$ cat config.mk
export PLATFORM = sky130hd
export DESIGN_NAME = axi_lite_master_port
export DESIGN_NICKNAME = d
export VERILOG_FILES = /design/src/rtl/axi_pkg.sv /design/src/rtl/axi_lite_master_port.sv
export SDC_FILE = /design/constraint.sdc
export NUM_CORES = 1
export LEC_CHECK = 0
export CELL_PAD_IN_SITES_DETAIL_PLACEMENT = 0
export CELL_PAD_IN_SITES_GLOBAL_PLACEMENT = 1
export CORE_AREA = 2 2 161 163
export CTS_CLUSTER_DIAMETER = 150
export DETAILED_ROUTE_END_ITERATION = 12
export DIE_AREA = 0 0 163 165
export DONT_BUFFER_PORTS = 1
export PLACE_DENSITY = 0.61
export RECOVER_POWER = 100
export SYNTH_ARGS = -nofsm -noshare
export SYNTH_HDL_FRONTEND = slang
export SYNTH_SLANG_ARGS = --single-unit
$ cat constraint.sdc
create_clock -name ACLK -period 9.3 [get_ports ACLK]
set_input_delay 0.93 -clock ACLK [delete_from_list [all_inputs] [get_ports ACLK]]
set_output_delay 0.93 -clock ACLK [all_outputs]
set_load 0.02 [all_outputs]
$ cat src/rtl/axi_pkg.sv
// Shared AXI4-Lite response codes and FSM state encodings for the core's
// memory-access master port.
package axi_pkg;

  localparam logic [1:0] RESP_OKAY   = 2'b00;
  localparam logic [1:0] RESP_EXOKAY = 2'b01;
  localparam logic [1:0] RESP_SLVERR = 2'b10;
  localparam logic [1:0] RESP_DECERR = 2'b11;

  typedef enum logic [1:0] {
    WR_IDLE = 2'b00,
    WR_SEND = 2'b01,
    WR_RESP = 2'b10
  } wr_state_t;

  typedef enum logic [1:0] {
    RD_IDLE = 2'b00,
    RD_ADDR = 2'b01,
    RD_DATA = 2'b10
  } rd_state_t;

endpackage

$ cat src/rtl/axi_lite_master_port.sv
// AXI4-Lite master bridge: turns single-beat core write/read requests into AXI
// transactions. Write and read paths are fully independent FSMs.
module axi_lite_master_port
  import axi_pkg::*;
#(
  parameter int AWIDTH = 64,
  parameter int DWIDTH = 32
) (
  input  logic                  ACLK,
  input  logic                  ARESET,
  // AXI write address / data / response
  output logic                  AWVALID,
  input  logic                  AWREADY,
  output logic [AWIDTH-1:0]     AWADDR,
  output logic                  WVALID,
  input  logic                  WREADY,
  output logic [DWIDTH-1:0]     WDATA,
  output logic [DWIDTH/8-1:0]   WSTRB,
  input  logic                  BVALID,
  output logic                  BREADY,
  input  logic [1:0]            BRESP,
  // AXI read address / data
  output logic                  ARVALID,
  input  logic                  ARREADY,
  output logic [AWIDTH-1:0]     ARADDR,
  input  logic                  RVALID,
  output logic                  RREADY,
  input  logic [DWIDTH-1:0]     RDATA,
  input  logic [1:0]            RRESP,
  // core write request
  input  logic                  wr_req_valid,
  output logic                  wr_req_ready,
  input  logic [AWIDTH-1:0]     wr_addr,
  input  logic [DWIDTH-1:0]     wr_data,
  input  logic [DWIDTH/8-1:0]   wr_strb,
  output logic                  wr_done,
  output logic [1:0]            wr_resp,
  // core read request
  input  logic                  rd_req_valid,
  output logic                  rd_req_ready,
  input  logic [AWIDTH-1:0]     rd_addr,
  output logic                  rd_done,
  output logic [DWIDTH-1:0]     rd_data,
  output logic [1:0]            rd_resp
);

  wr_state_t wr_state, wr_state_nxt;
  rd_state_t rd_state, rd_state_nxt;

  logic                awvalid_nxt, wvalid_nxt, bready_nxt, wr_done_nxt;
  logic [AWIDTH-1:0]   awaddr_nxt;
  logic [DWIDTH-1:0]   wdata_nxt;
  logic [DWIDTH/8-1:0] wstrb_nxt;
  logic [1:0]          wr_resp_nxt;

  logic                arvalid_nxt, rready_nxt, rd_done_nxt;
  logic [AWIDTH-1:0]   araddr_nxt;
  logic [DWIDTH-1:0]   rd_data_nxt;
  logic [1:0]          rd_resp_nxt;

  // A channel counts as done once its VALID has dropped or is handshaking now,
  // so AW and W may complete on the same edge or in either order.
  logic aw_done, w_done;
  assign aw_done = !AWVALID || AWREADY;
  assign w_done  = !WVALID  || WREADY;

  assign wr_req_ready = (wr_state == WR_IDLE);
  assign rd_req_ready = (rd_state == RD_IDLE);

  // ---------------- write FSM ----------------
  always_ff @(posedge ACLK or posedge ARESET) begin
    if (ARESET) wr_state <= WR_IDLE;
    else        wr_state <= wr_state_nxt;
  end

  always_comb begin
    wr_state_nxt = wr_state;
    case (wr_state)
      WR_IDLE: if (wr_req_valid)       wr_state_nxt = WR_SEND;
      WR_SEND: if (aw_done && w_done)  wr_state_nxt = WR_RESP;
      WR_RESP: if (BVALID)             wr_state_nxt = WR_IDLE;
      default:                         wr_state_nxt = WR_IDLE;
    endcase
  end

  always_comb begin
    awvalid_nxt = AWVALID;
    wvalid_nxt  = WVALID;
    bready_nxt  = BREADY;
    awaddr_nxt  = AWADDR;
    wdata_nxt   = WDATA;
    wstrb_nxt   = WSTRB;
    wr_resp_nxt = wr_resp;
    wr_done_nxt = 1'b0;
    case (wr_state)
      WR_IDLE: begin
        if (wr_req_valid) begin
          awaddr_nxt  = wr_addr;
          wdata_nxt   = wr_data;
          wstrb_nxt   = wr_strb;
          awvalid_nxt = 1'b1;
          wvalid_nxt  = 1'b1;
        end
      end
      WR_SEND: begin
        if (AWREADY)           awvalid_nxt = 1'b0;
        if (WREADY)            wvalid_nxt  = 1'b0;
        if (aw_done && w_done) bready_nxt  = 1'b1;
      end
      WR_RESP: begin
        if (BVALID) begin
          bready_nxt  = 1'b0;
          wr_resp_nxt = BRESP;
          wr_done_nxt = 1'b1;
        end
      end
      default: begin
        awvalid_nxt = 1'b0;
        wvalid_nxt  = 1'b0;
        bready_nxt  = 1'b0;
      end
    endcase
  end

  always_ff @(posedge ACLK or posedge ARESET) begin
    if (ARESET) begin
      AWVALID <= 1'b0;
      WVALID  <= 1'b0;
      BREADY  <= 1'b0;
      AWADDR  <= '0;
      WDATA   <= '0;
      WSTRB   <= '0;
      wr_resp <= '0;
      wr_done <= 1'b0;
    end else begin
      AWVALID <= awvalid_nxt;
      WVALID  <= wvalid_nxt;
      BREADY  <= bready_nxt;
      AWADDR  <= awaddr_nxt;
      WDATA   <= wdata_nxt;
      WSTRB   <= wstrb_nxt;
      wr_resp <= wr_resp_nxt;
      wr_done <= wr_done_nxt;
    end
  end

  // ---------------- read FSM ----------------
  always_ff @(posedge ACLK or posedge ARESET) begin
    if (ARESET) rd_state <= RD_IDLE;
    else        rd_state <= rd_state_nxt;
  end

  always_comb begin
    rd_state_nxt = rd_state;
    case (rd_state)
      RD_IDLE: if (rd_req_valid) rd_state_nxt = RD_ADDR;
      RD_ADDR: if (ARREADY)      rd_state_nxt = RD_DATA;
      RD_DATA: if (RVALID)       rd_state_nxt = RD_IDLE;
      default:                   rd_state_nxt = RD_IDLE;
    endcase
  end

  always_comb begin
    arvalid_nxt = ARVALID;
    rready_nxt  = RREADY;
    araddr_nxt  = ARADDR;
    rd_data_nxt = rd_data;
    rd_resp_nxt = rd_resp;
    rd_done_nxt = 1'b0;
    case (rd_state)
      RD_IDLE: begin
        if (rd_req_valid) begin
          araddr_nxt  = rd_addr;
          arvalid_nxt = 1'b1;
        end
      end
      RD_ADDR: begin
        if (ARREADY) begin
          arvalid_nxt = 1'b0;
          rready_nxt  = 1'b1;
        end
      end
      RD_DATA: begin
        if (RVALID) begin
          rready_nxt  = 1'b0;
          rd_data_nxt = RDATA;
          rd_resp_nxt = RRESP;
          rd_done_nxt = 1'b1;
        end
      end
      default: begin
        arvalid_nxt = 1'b0;
        rready_nxt  = 1'b0;
      end
    endcase
  end

  always_ff @(posedge ACLK or posedge ARESET) begin
    if (ARESET) begin
      ARVALID <= 1'b0;
      RREADY  <= 1'b0;
      ARADDR  <= '0;
      rd_data <= '0;
      rd_resp <= '0;
      rd_done <= 1'b0;
    end else begin
      ARVALID <= arvalid_nxt;
      RREADY  <= rready_nxt;
      ARADDR  <= araddr_nxt;
      rd_data <= rd_data_nxt;
      rd_resp <= rd_resp_nxt;
      rd_done <= rd_done_nxt;
    end
  end

endmodule

==> results.txt, run 1 <==
----------------------------------------------------
[Status]
  Result of the run ... finished with violations
  Failing checks ... capacitance limit, slew limit

[Worst setup path]
  Crit path max-delay cell type ... sky130_fd_sc_hd__clkbuf_1
  Count of cells along the worst register-to-register path ... 4
  Crit path largest cell delay ... 2740 ps
  Category of the worst setup path launch point ... register
  Element type at the critical path end ... register
  Largest fanout on the critical path ... 73
  Start-to-end type of the worst setup path ... register to register
  Crit path required time ... 9660 ps
  Arrival time of data at the critical path endpoint ... between 5000 and 6000 ps
  Crit-path cells ... nor2b_1 > and2b_1 > clkbuf_1 > mux2_1

[Clocking]
  Number of buffers on the longest clock path ... 3
  Clock slew at reported path FFs ... 60 ps
  Worst-Skew Late Latency ... between 400 and 500 ps
  Post-cts sizing count ... 0
  Max H-tree Level ... 1
  Number of buffers added for setup after CTS ... 0
  Clock root buffer master ... sky130_fd_sc_hd__clkbuf_16
  Clock buffer count from CTS ... 22
  TritonCTS clock tree ... built
  Number of buffers inserted by hold repair at cts ... 0
  Total number of clock tree sinks ... 211

[Power and ir drop]
  Part of the total power dissipated in sequential elements ... 62.3%
  Ratio of total power to cell area ... 425 nW/um2
  Switching power share of the total ... 41.0%
  Portion of total power attributed to combinational logic ... 17.0%
  Internal power summed over all cells ... 2.20 mW
  Worst ir drop on vdd ... 250 uV
  Switching pwr ... 1.53 mW
  Leakage power summed over all cells ... roughly 3.7 nW
  Share of total power in the clock network ... 20.7%

[STA]
  Layout Skew ... 9.52 ps
  Actual slew at the worst max-slew pin ... 3820 ps
  Setup repair after global routing missed its margin ... false
  Final worst path period need ... 4970 ps
  Hold Vio Cnt, Final ... 0
  Max-slew headroom ... -155%
  Post-layout worst setup margin ... 4330 ps
  Maximum frequency from static timing analysis ... 201 MHz
  Max-slew violation count ... 241
  Final total negative setup slack ... 0 ps
  Final cycle utilization of the critical path ... 53.5%
  Worst hold slack after final layout ... slightly below 500 ps
  Total setup violations reported at the end of the flow ... 0

[Global route]
  Antenna violations before repair ... 2
  Largest net degree at the start of global routing ... 141
  Via count of the first global-routing pass ... about 4.3k
  First-pass GRT wire length ... 25400 um
  Total GRT Usage ... 12.2%
  Overall overflow remaining after global route ... 0

[Cells and area]
  Core Util, Final ... 35.1%
  Final nets ... 683
  Layout filler cell count ... 2436
  Fraction of final layout cells sized beyond drive strength 1 ... 14.0%
  Layout area overhead ... 6.41%

[Yosys]
  Synth async-reset ratio ... 100%
  Synthesis-stage register bit count ... 211
  Yosys warning count ... 0
  Leading cell type by number of instances after synthesis ... sky130_fd_sc_hd__dfrtp_1
  Netlist Area Pre-Place ... 8260 um2
  Top cells by instance count after synthesis ... sky130_fd_sc_hd__dfrtp_1 (211), sky130_fd_sc_hd__mux2_1 (104), sky130_fd_sc_hd__mux2_4 (60)
  Primary flip-flop cell chosen by synthesis mapping ... sky130_fd_sc_hd__dfrtp_1
  Net count after synthesis ... around 680
  Count of different cell masters after synthesis ... 26
  Average size of a mapped cell ... 17.6 um2
  Synth top area cells ... sky130_fd_sc_hd__dfrtp_1 (64%), sky130_fd_sc_hd__mux2_1 (14%), sky130_fd_sc_hd__mux2_4 (11%), sky130_fd_sc_hd__mux2_2 (5.0%), sky130_fd_sc_hd__buf_12 (1.7%)
  Post-synthesis sequential area ratio ... a little under two thirds
  Area share of the largest cell type after synthesis ... 63.9%
  Post-synthesis cell count ... 470
  Post-synth EDFFs ... 0
  Largest area contributor in the netlist ... sky130_fd_sc_hd__dfrtp_1

[Die]
  Standard-cell rows ... 58
  Starting density of the core ... 33.0%
  I/O pin cnt ... 418
  Standard cell core area ... around 25000 um2
  Floorplan die width ... 163 um
  Die Y ... 165 um
  Floorplan die area ... 26900 um2

[Routing]
  Drc violations ... 0
  Via/cell ratio ... roughly 4.7
  Number of iterations in the first detailed-routing pass ... 4
  Via count of the routed design ... 3843
  Count of routing violations after the opening detailed-route iteration ... 133
  Final Routed Wirelength ... about 18000 um
  Routed len/inst ... 21.5 um
  Final antenna-violating net count ... 0

[Worst hold path]
  Type of the worst min-delay path ... input port to async pin

[Placement]
  Routability congestion estimate ... 0.752
  Count of buffers from port buffering ... 0
  Detailed placement HPWL ... 13100 um
  Worst-case setup slack after placement ... between 6000 and 7000 ps

[Run]
  Max-cap check violation count ... 4

----------------------------------------------------
worst paths after layout:
check	from	end	slack [ps]
worst max-delay path	wr_state[1]$_DFFE_PP0P_	WDATA[5]$_DFFE_PP0P_	4330
worst min-delay path	ARESET	ARADDR[5]$_DFFE_PP0P_	490
worst max register to register	wr_state[1]$_DFFE_PP0P_	WDATA[5]$_DFFE_PP0P_	4330
worst min register to register	rd_state[1]$_DFFE_PP0P_	rd_state[0]$_DFFE_PP0P_	540
max in group asynchronous	ARESET	WDATA[31]$_DFFE_PP0P_	4640
min in group ACLK	RVALID	rd_state[1]$_DFFE_PP0P_	520
stage by stage:
step	instances	power [mW]	instance area [um2]
global route	814	3.95	8780
detailed placement	780	3.14	8410
floorplan	470	2.95	8260
global placement	780	3.09	8410
finish	815	3.74	8790
CTS	814	3.94	9030
placed cells by master (no fill, tap or decap), types with 2 or more instances in the layout:
master	netlist	final
sky130_fd_sc_hd__dfrtp_1	211	211
sky130_fd_sc_hd__a21oi_1	2	2
sky130_fd_sc_hd__clkinv_2	0	3
sky130_fd_sc_hd__mux2_1	104	160
sky130_fd_sc_hd__nand2b_1	2	2
sky130_fd_sc_hd__inv_1	3	2
sky130_fd_sc_hd__mux2_4	60	3
sky130_fd_sc_hd__clkbuf_16	0	23
sky130_fd_sc_hd__o21ai_0	2	2
sky130_fd_sc_hd__nor2_1	9	10
sky130_fd_sc_hd__o22ai_1	2	2
sky130_fd_sc_hd__mux2_2	37	38
sky130_fd_sc_hd__nand2_1	4	4
sky130_fd_sc_hd__clkbuf_1	0	11
power by group through the flow:
stage / clock network, mW / logic (mW) / registers [mW]
final: 0.774 / 0.636 / 2.33
after global routing: 0.848 / 0.711 / 2.39
after CTS: 0.807 / 0.777 / 2.35
after detailed placement: 0 / 0.780 / 2.36
after global placement: 0 / 0.727 / 2.36
after floorplan: 0 / 0.759 / 2.20
kinds of logic after synthesis:
| family | Yosys count | synth area share (%) |
|---|---|---|
| buffers and inverters | 26 | 3.67 |
| AOI/OAI and AO/OA | 9 | 0.682 |
| muxes | 201 | 30.1 |
| DFF | 211 | 63.9 |
| and+or+nand+nor | 23 | 1.56 |
layout make-up:
class                   count  area, um2  area share, %
flip-flops and latches    211       5280           60.1
multi-input cells         233       2440           27.8
clock buffers              31        606           6.89
well taps                 330        413           4.70
inverters                   3       18.8          0.214
clock inverters             3       15.0          0.171
repair buffers              3       11.3          0.128
diodes                      1       2.50         0.0285
sequential cells by signal, summed over array words and instances, names as in the netlist, 2 cells and up:
signal,count
rd_resp,2
WSTRB,4
rd_state,2
ARADDR,64
AWADDR,64
wr_state,2
wr_resp,2
WDATA,32
rd_data,32
critical path: cells and delay by family (launching register included):
kind	cells	cell delay (ps)
multiplexers	1	430
AND/OR/NAND/NOR	2	1140
buffers and inverters	1	2740
flip-flops	1	460
per-layer routing:
metal	global-route usage, %	wire length, um	vias up	part of all wire, %
met2	22.2	9320	283	53
met5	0	13	-	0.074
met4	3.90	319	2	1.8
li1	-	-	1633	-
met3	5.22	2200	31	13
met1	12.6	5690	1894	32
Power figures use the tool's default switching activity.
==> inputs of run 2 (changes only) <==
clock period = 5 ns   (was 9.3 ns; I/O delays follow)
==> run 2 against run 1 <==
The run still ends with capacitance limit, slew limit left; combinational power increased by 84%; die area unchanged; utilization increased by 0.94 points; clock-buffer cell count increased by 6; largest cell class unchanged; largest power group unchanged.
==> results.txt, run 2 (synthesis results as in run 1) <==
----------------------------------------------------
[Global route]
  First-pass GRT wire length ... 26100 um (+2.9%)
  Total GRT Usage ... 12.5% (+0.36 points)
  Antenna violations before repair ... 5 (+3)
  Via count of the first global-routing pass ... 4384 (+2.2%)
  Overall overflow remaining after global route ... 0 (unchanged)
  Largest net degree at the start of global routing ... 70 (-50%)

[Run]
  Max-cap check violation count ... 4 (unchanged)

[Clocking]
  Clock buffer count from CTS ... 24 (+9.1%)
  Number of buffers inserted by hold repair at cts ... 0 (unchanged)
  Clock root buffer master ... sky130_fd_sc_hd__clkbuf_16
  Number of buffers on the longest clock path ... 3 (unchanged)
  Clock slew at reported path FFs ... 60 ps (about the same)
  TritonCTS clock tree ... built
  Max H-tree Level ... 1 (unchanged)
  Number of buffers added for setup after CTS ... 0 (unchanged)
  Worst-Skew Late Latency ... 500 ps (about the same)
  Post-cts sizing count ... 0 (unchanged)
  Total number of clock tree sinks ... 211 (unchanged)

[Die]
  Floorplan die width ... 163 um (unchanged)
  Floorplan die area ... 26900 um2 (unchanged)
  Die Y ... 165 um (unchanged)
  Starting density of the core ... 33.0% (unchanged)
  Standard-cell rows ... 58 (unchanged)
  I/O pin cnt ... 418 (unchanged)
  Standard cell core area ... 25000 um2 (unchanged)

[STA]
  Post-layout worst setup margin ... 1600 ps (-2730 ps)
  Worst hold slack after final layout ... 77.4 ps (-414 ps)
  Layout Skew ... 10.9 ps (+1.37 ps)
  Max-slew headroom ... -63.3% (+91 points)
  Maximum frequency from static timing analysis ... 294 MHz (+46%)
  Total setup violations reported at the end of the flow ... 0 (unchanged)
  Hold Vio Cnt, Final ... 0 (unchanged)
  Max-slew violation count ... 157 (-35%)
  Final total negative setup slack ... 0 ps (unchanged)
  Actual slew at the worst max-slew pin ... 2450 ps (-1370 ps)
  Final worst path period need ... 3400 ps (-1570 ps)
  Final cycle utilization of the critical path ... 68.0% (+15 points)
  Setup repair after global routing missed its margin ... false

[Worst setup path]
  Arrival time of data at the critical path endpoint ... 3780 ps (-1560 ps)
  RR Startpoint ... wr_state[1]$_DFFE_PP0P_
  End of the worst register-to-register path ... WDATA[20]$_DFFE_PP0P_
  Reg-to-reg setup timing slack ... 1600 ps (-2730 ps)
  Element type at the critical path end ... register
  Startpoint of the worst setup timing path ... wr_state[1]$_DFFE_PP0P_
  Start-to-end type of the worst setup path ... register to register
  Crit path required time ... 5380 ps (-4280 ps)
  Count of cells along the worst register-to-register path ... 4 (unchanged)
  Category of the worst setup path launch point ... register
  Largest fanout on the critical path ... 69 (-5.5%)
  Worst setup path endpoint ... WDATA[20]$_DFFE_PP0P_

[Cells and area]
  Leading cell type in the layout, fill and taps excluded ... sky130_fd_sc_hd__dfrtp_1
  Sequential cell area ... 5280 um2 (unchanged)
  Fraction of final layout cells sized beyond drive strength 1 ... 16.9% (+2.9 points)
  Layout filler cell count ... 2401 (-1.4%)
  Core Util, Final ... 36.0% (+0.94 points)
  Area of combinational cells with multiple inputs ... 2440 um2 (about the same)
  Highest-count cells in the layout ignoring fill and taps ... sky130_fd_sc_hd__dfrtp_1 (211), sky130_fd_sc_hd__mux2_1 (162), sky130_fd_sc_hd__mux2_2 (37), sky130_fd_sc_hd__clkbuf_16 (25), sky130_fd_sc_hd__nor2_1 (10)
  Layout area overhead ... 9.27%
  Largest registers ... ARADDR x64, AWADDR x64
  Final nets ... 688 (+0.73%)

[Power and ir drop]
  Part of the total power dissipated in sequential elements ... 59.5% (-2.8 points)
  Leakage power summed over all cells ... 3.84 nW (+3.1%)
  Share of total power in the clock network ... 24.5% (+3.8 points)
  Post-layout total power ... 7.28 mW (+95%)
  Ratio of total power to cell area ... 807 nW/um2 (+90%)
  Switching pwr ... 2.92 mW (+91%)
  Switching power share of the total ... 40.1% (-0.91 points)
  Portion of total power attributed to combinational logic ... 16.0% (-1.0 points)
  Worst ir drop on vdd ... 346 uV (+39%)
  Internal power summed over all cells ... 4.36 mW (+98%)

[Routing]
  Via count of the routed design ... 3894 (+1.3%)
  Routed len/inst ... 22.0 um (+2.1%)
  Final Routed Wirelength ... 18200 um (+3.9%)
  Count of routing violations after the opening detailed-route iteration ... 170 (+28%)
  Drc violations ... 0 (unchanged)
  Via/cell ratio ... 4.70 (-0.38%)
  Number of iterations in the first detailed-routing pass ... 4 (unchanged)
  Final antenna-violating net count ... 0 (unchanged)

[Placement]
  Worst-case setup slack after placement ... 2400 ps (-3960 ps)
  Routability congestion estimate ... 0.771 (+2.5%)
  Detailed placement HPWL ... 13700 um (+3.9%)
  Count of buffers from port buffering ... 0 (unchanged)

[Worst hold path]
  Type of the worst min-delay path ... input port to register

[Status]
  Failing checks ... capacitance limit, slew limit
  Result of the run ... finished with violations

----------------------------------------------------
[run 2: changes by cell type in the layout (fill, tap and decap cells not counted), moves of 2 or more]
cell                        previous run  this run
sky130_fd_sc_hd__clkbuf_8              0         7
sky130_fd_sc_hd__clkinv_4              0         3
sky130_fd_sc_hd__buf_4                 0         3
sky130_fd_sc_hd__clkbuf_16            23        25
sky130_fd_sc_hd__bufinv_16             0         2
sky130_fd_sc_hd__mux2_1              160       162
sky130_fd_sc_hd__clkbuf_1             11         8
[run 2: worst min-delay path by stage]
stage / endpoint / start / slack, ps / cells after the start
global route: rd_state[1]$_DFFE_PP0P_ / RVALID / 60 / 1
CTS: WSTRB[3]$_DFFE_PP0P_ / ARESET / 30 / 2
global placement: ARADDR[35]$_DFFE_PP0P_ / ARESET / 550 / 2
floorplan: WVALID$_DFFE_PP0P_ / wr_state[0]$_DFFE_PP0P_ / 530 / 1
finish: rd_state[1]$_DFFE_PP0P_ / RVALID / 80 / 1
detailed placement: ARADDR[32]$_DFFE_PP0P_ / ARESET / 580 / 2
[run 2: critical path, cell delays in order (launching register included)]
cell and delay [ps]:
sky130_fd_sc_hd__dfrtp_1 470, sky130_fd_sc_hd__nor2b_1 240, sky130_fd_sc_hd__and2b_4 840, sky130_fd_sc_hd__clkbuf_1 1290, sky130_fd_sc_hd__mux2_1 410
[run 2: power groups by stage]
stage / clock [mW] / combinational (mW) / sequential (mW)
finish: 1.79 / 1.17 / 4.33
global route: 1.93 / 1.30 / 4.45
detailed placement: 0 / 1.45 / 4.38
global placement: 0 / 1.35 / 4.40
CTS: 1.85 / 1.45 / 4.38
floorplan: 0 / 1.41 / 4.08
[run 2: final cells by class]
class	instances	share of cell area, %
Antenna cell	2	0.0555
Clock buffer	37	8.21
Clock inverter	7	1.07
Inverter	3	0.139
Multi-Input combinational cell	233	27.1
Sequential cell	211	58.5
Tap cell	330	4.58
Timing Repair Buffer	6	0.374
[run 2: routing by layer]
layer	share of wire (%)	track usage, %	vias to the layer above	routed length (um)
met1	33	13.2	1919	6090
met5	0.071	0	-	13
met4	2.4	3.98	2	438
met3	13	5.63	35	2350
met2	51	22.3	279	9350
li1	-	-	1659	-
[run 2: per-stage QoR]
step	instances	area [um2]
5_1_grt	827	9020
3_5_place_dp	783	8430
4_1_cts	827	9270
3_3_place_gp	783	8430
6_report	829	9020
2_1_floorplan	470	8260
==> inputs of run 3 (changes only) <==
PLACE_DENSITY = 0.63   (was 0.61)
clock period = 2.9 ns   (was 5 ns; I/O delays follow)
==> run 3 against run 2 <==
Synthesized cell count is the same; synthesized area is the same; the flow now stops in clock tree synthesis.
==> results.txt, run 3 <==
----------------------------------------------------
[Status]
  Result of the run ... aborted with a tool error
  Failed at ... clock tree synthesis
  Error message ... [ERROR RSZ-0060] Max buffer count reached.

[Clocking]
  Number of buffers on the longest clock path ... 3 (unchanged)
  Number of buffers inserted by hold repair at cts ... 166 (+166)
  Max H-tree Level ... 1 (unchanged)
  Number of buffers added for setup after CTS ... 0 (unchanged)
  Post-cts sizing count ... 0 (unchanged)
  Clock buffer count from CTS ... 22 (-8.3%)
  Clock root buffer master ... sky130_fd_sc_hd__clkbuf_16
  Total number of clock tree sinks ... 211 (unchanged)

[Yosys]
  Synth async-reset ratio ... 100% (unchanged)
  Top cells by instance count after synthesis ... sky130_fd_sc_hd__dfrtp_1 (211), sky130_fd_sc_hd__mux2_1 (104), sky130_fd_sc_hd__mux2_4 (60)
  Post-synthesis cell count ... 470 (unchanged)
  Average size of a mapped cell ... 17.6 um2 (unchanged)
  Largest area contributor in the netlist ... sky130_fd_sc_hd__dfrtp_1
  Area share of the largest cell type after synthesis ... 63.9% (unchanged)
  Leading cell type by number of instances after synthesis ... sky130_fd_sc_hd__dfrtp_1
  Post-synth EDFFs ... 0 (unchanged)
  Synthesis-stage register bit count ... 211 (unchanged)
  Netlist Area Pre-Place ... 8260 um2 (unchanged)
  Yosys warning count ... 0 (unchanged)
  Count of different cell masters after synthesis ... 26 (unchanged)
  Post-synthesis sequential area ratio ... 63.9% (unchanged)
  Primary flip-flop cell chosen by synthesis mapping ... sky130_fd_sc_hd__dfrtp_1
  Synth top area cells ... sky130_fd_sc_hd__dfrtp_1 (64%), sky130_fd_sc_hd__mux2_1 (14%), sky130_fd_sc_hd__mux2_4 (11%), sky130_fd_sc_hd__mux2_2 (5.0%), sky130_fd_sc_hd__buf_12 (1.7%)
  Net count after synthesis ... 679 (unchanged)

[Die]
  Standard-cell rows ... 58 (unchanged)
  Floorplan die width ... 163 um (unchanged)
  Die Y ... 165 um (unchanged)
  I/O pin cnt ... 418 (unchanged)
  Starting density of the core ... 33.0% (unchanged)

[Placement]
  Detailed placement HPWL ... 13900 um (+1.8%)
  Worst-case setup slack after placement ... 832 ps (-1570 ps)
  Placed instance count ... 792 (+1.1%)
  Routability congestion estimate ... 0.781 (+1.3%)
  Cell area reported after detailed placement ... 8550 um2 (+1.4%)
  Count of buffers from port buffering ... 0 (unchanged)

----------------------------------------------------
==> run 3: per-stage QoR <==
| step | hold WS [ps] | util (%) |
|---|---|---|
| after floorplan | 376 | - |
| after global placement | 382 | 34.1 |
| after detailed placement | 381 | 34.1 |
==> run 3: logic make-up after synthesis <==
group                  share of synthesized area [%]
AO/OA/AOI/OAI                                  0.682
buffers and inverters                           3.67
AND/OR/NAND/NOR                                 1.56
multiplexers                                    30.1
flip-flops                                      63.9
==> inputs of run 4 (changes only) <==
CELL_PAD_IN_SITES_DETAIL_PLACEMENT = default   (was 0)
CELL_PAD_IN_SITES_GLOBAL_PLACEMENT = default   (was 1)
CORE_AREA = default   (was 2 2 161 163)
CORE_MARGIN = 2   (was default)
CORE_UTILIZATION = 30   (was default)
CTS_CLUSTER_DIAMETER = default   (was 150)
DIE_AREA = default   (was 0 0 163 165)
PLACE_DENSITY = default   (was 0.63)
PLACE_DENSITY_LB_ADDON = 0.15   (was default)
clock period = 3.75 ns   (was 2.9 ns; I/O delays follow)
==> run 4 against run 3 <==
The run again fails in clock tree synthesis; synthesized cell count is the same; synthesized area is the same.
==> results.txt, run 4 <==
----------------------------------------------------
[Yosys]
  Largest area contributor in the netlist ... sky130_fd_sc_hd__dfrtp_1
  Synth top area cells ... sky130_fd_sc_hd__dfrtp_1 (64%), sky130_fd_sc_hd__mux2_1 (14%), sky130_fd_sc_hd__mux2_4 (11%), sky130_fd_sc_hd__mux2_2 (5.0%), sky130_fd_sc_hd__buf_12 (1.7%)
  Primary flip-flop cell chosen by synthesis mapping ... sky130_fd_sc_hd__dfrtp_1
  Top cells by instance count after synthesis ... sky130_fd_sc_hd__dfrtp_1 (211), sky130_fd_sc_hd__mux2_1 (104), sky130_fd_sc_hd__mux2_4 (60)
  Post-synthesis sequential area ratio ... 63.9% (unchanged)
  Area share of the largest cell type after synthesis ... 63.9% (unchanged)
  Post-synthesis cell count ... 470 (unchanged)
  Synthesis-stage register bit count ... 211 (unchanged)
  Yosys warning count ... 0 (unchanged)
  Netlist Area Pre-Place ... 8260 um2 (unchanged)
  Post-synth EDFFs ... 0 (unchanged)
  Synth async-reset ratio ... 100% (unchanged)
  Net count after synthesis ... 679 (unchanged)
  Count of different cell masters after synthesis ... 26 (unchanged)
  Average size of a mapped cell ... 17.6 um2 (unchanged)
  Leading cell type by number of instances after synthesis ... sky130_fd_sc_hd__dfrtp_1

[Status]
  Error message ... [ERROR RSZ-0060] Max buffer count reached.
  Failed at ... clock tree synthesis
  Result of the run ... aborted with a tool error

[Clocking]
  Total number of clock tree sinks ... 211 (unchanged)
  Max H-tree Level ... 1 (unchanged)
  Number of buffers on the longest clock path ... 3 (unchanged)
  Clock root buffer master ... sky130_fd_sc_hd__clkbuf_16
  Number of buffers added for setup after CTS ... 0 (unchanged)
  Post-cts sizing count ... 0 (unchanged)
  Clock buffer count from CTS ... 24 (+9.1%)
  Number of buffers inserted by hold repair at cts ... 168 (+1.2%)

[Die]
  Starting density of the core ... 30.6% (-2.4 points)
  Die Y ... 170 um (+3.0%)
  Floorplan die width ... 170 um (+4.2%)
  Standard-cell rows ... 60 (+3.4%)
  I/O pin cnt ... 418 (unchanged)

[Placement]
  Detailed placement HPWL ... 14600 um (+5.1%)
  Count of buffers from port buffering ... 0 (unchanged)
  Routability congestion estimate ... 0.743 (-4.9%)

----------------------------------------------------
-- run 4: cell families after synthesis --
| family | after synthesis | share of synthesized area, % |
|---|---|---|
| AOI/OAI and AO/OA | 9 | 0.682 |
| buffers and inverters | 26 | 3.67 |
| DFF | 211 | 63.9 |
| muxes | 201 | 30.1 |
| and+or+nand+nor | 23 | 1.56 |
-- run 4: stage by stage --
stage          worst slack, ps  cell area, um2  hold WS (ps)  std cells  util [%]
2_1_floorplan              633            8260           461        470         -
3_3_place_gp              1580            8470           255        793      31.4
3_5_place_dp              1500            8470           256        793      31.4
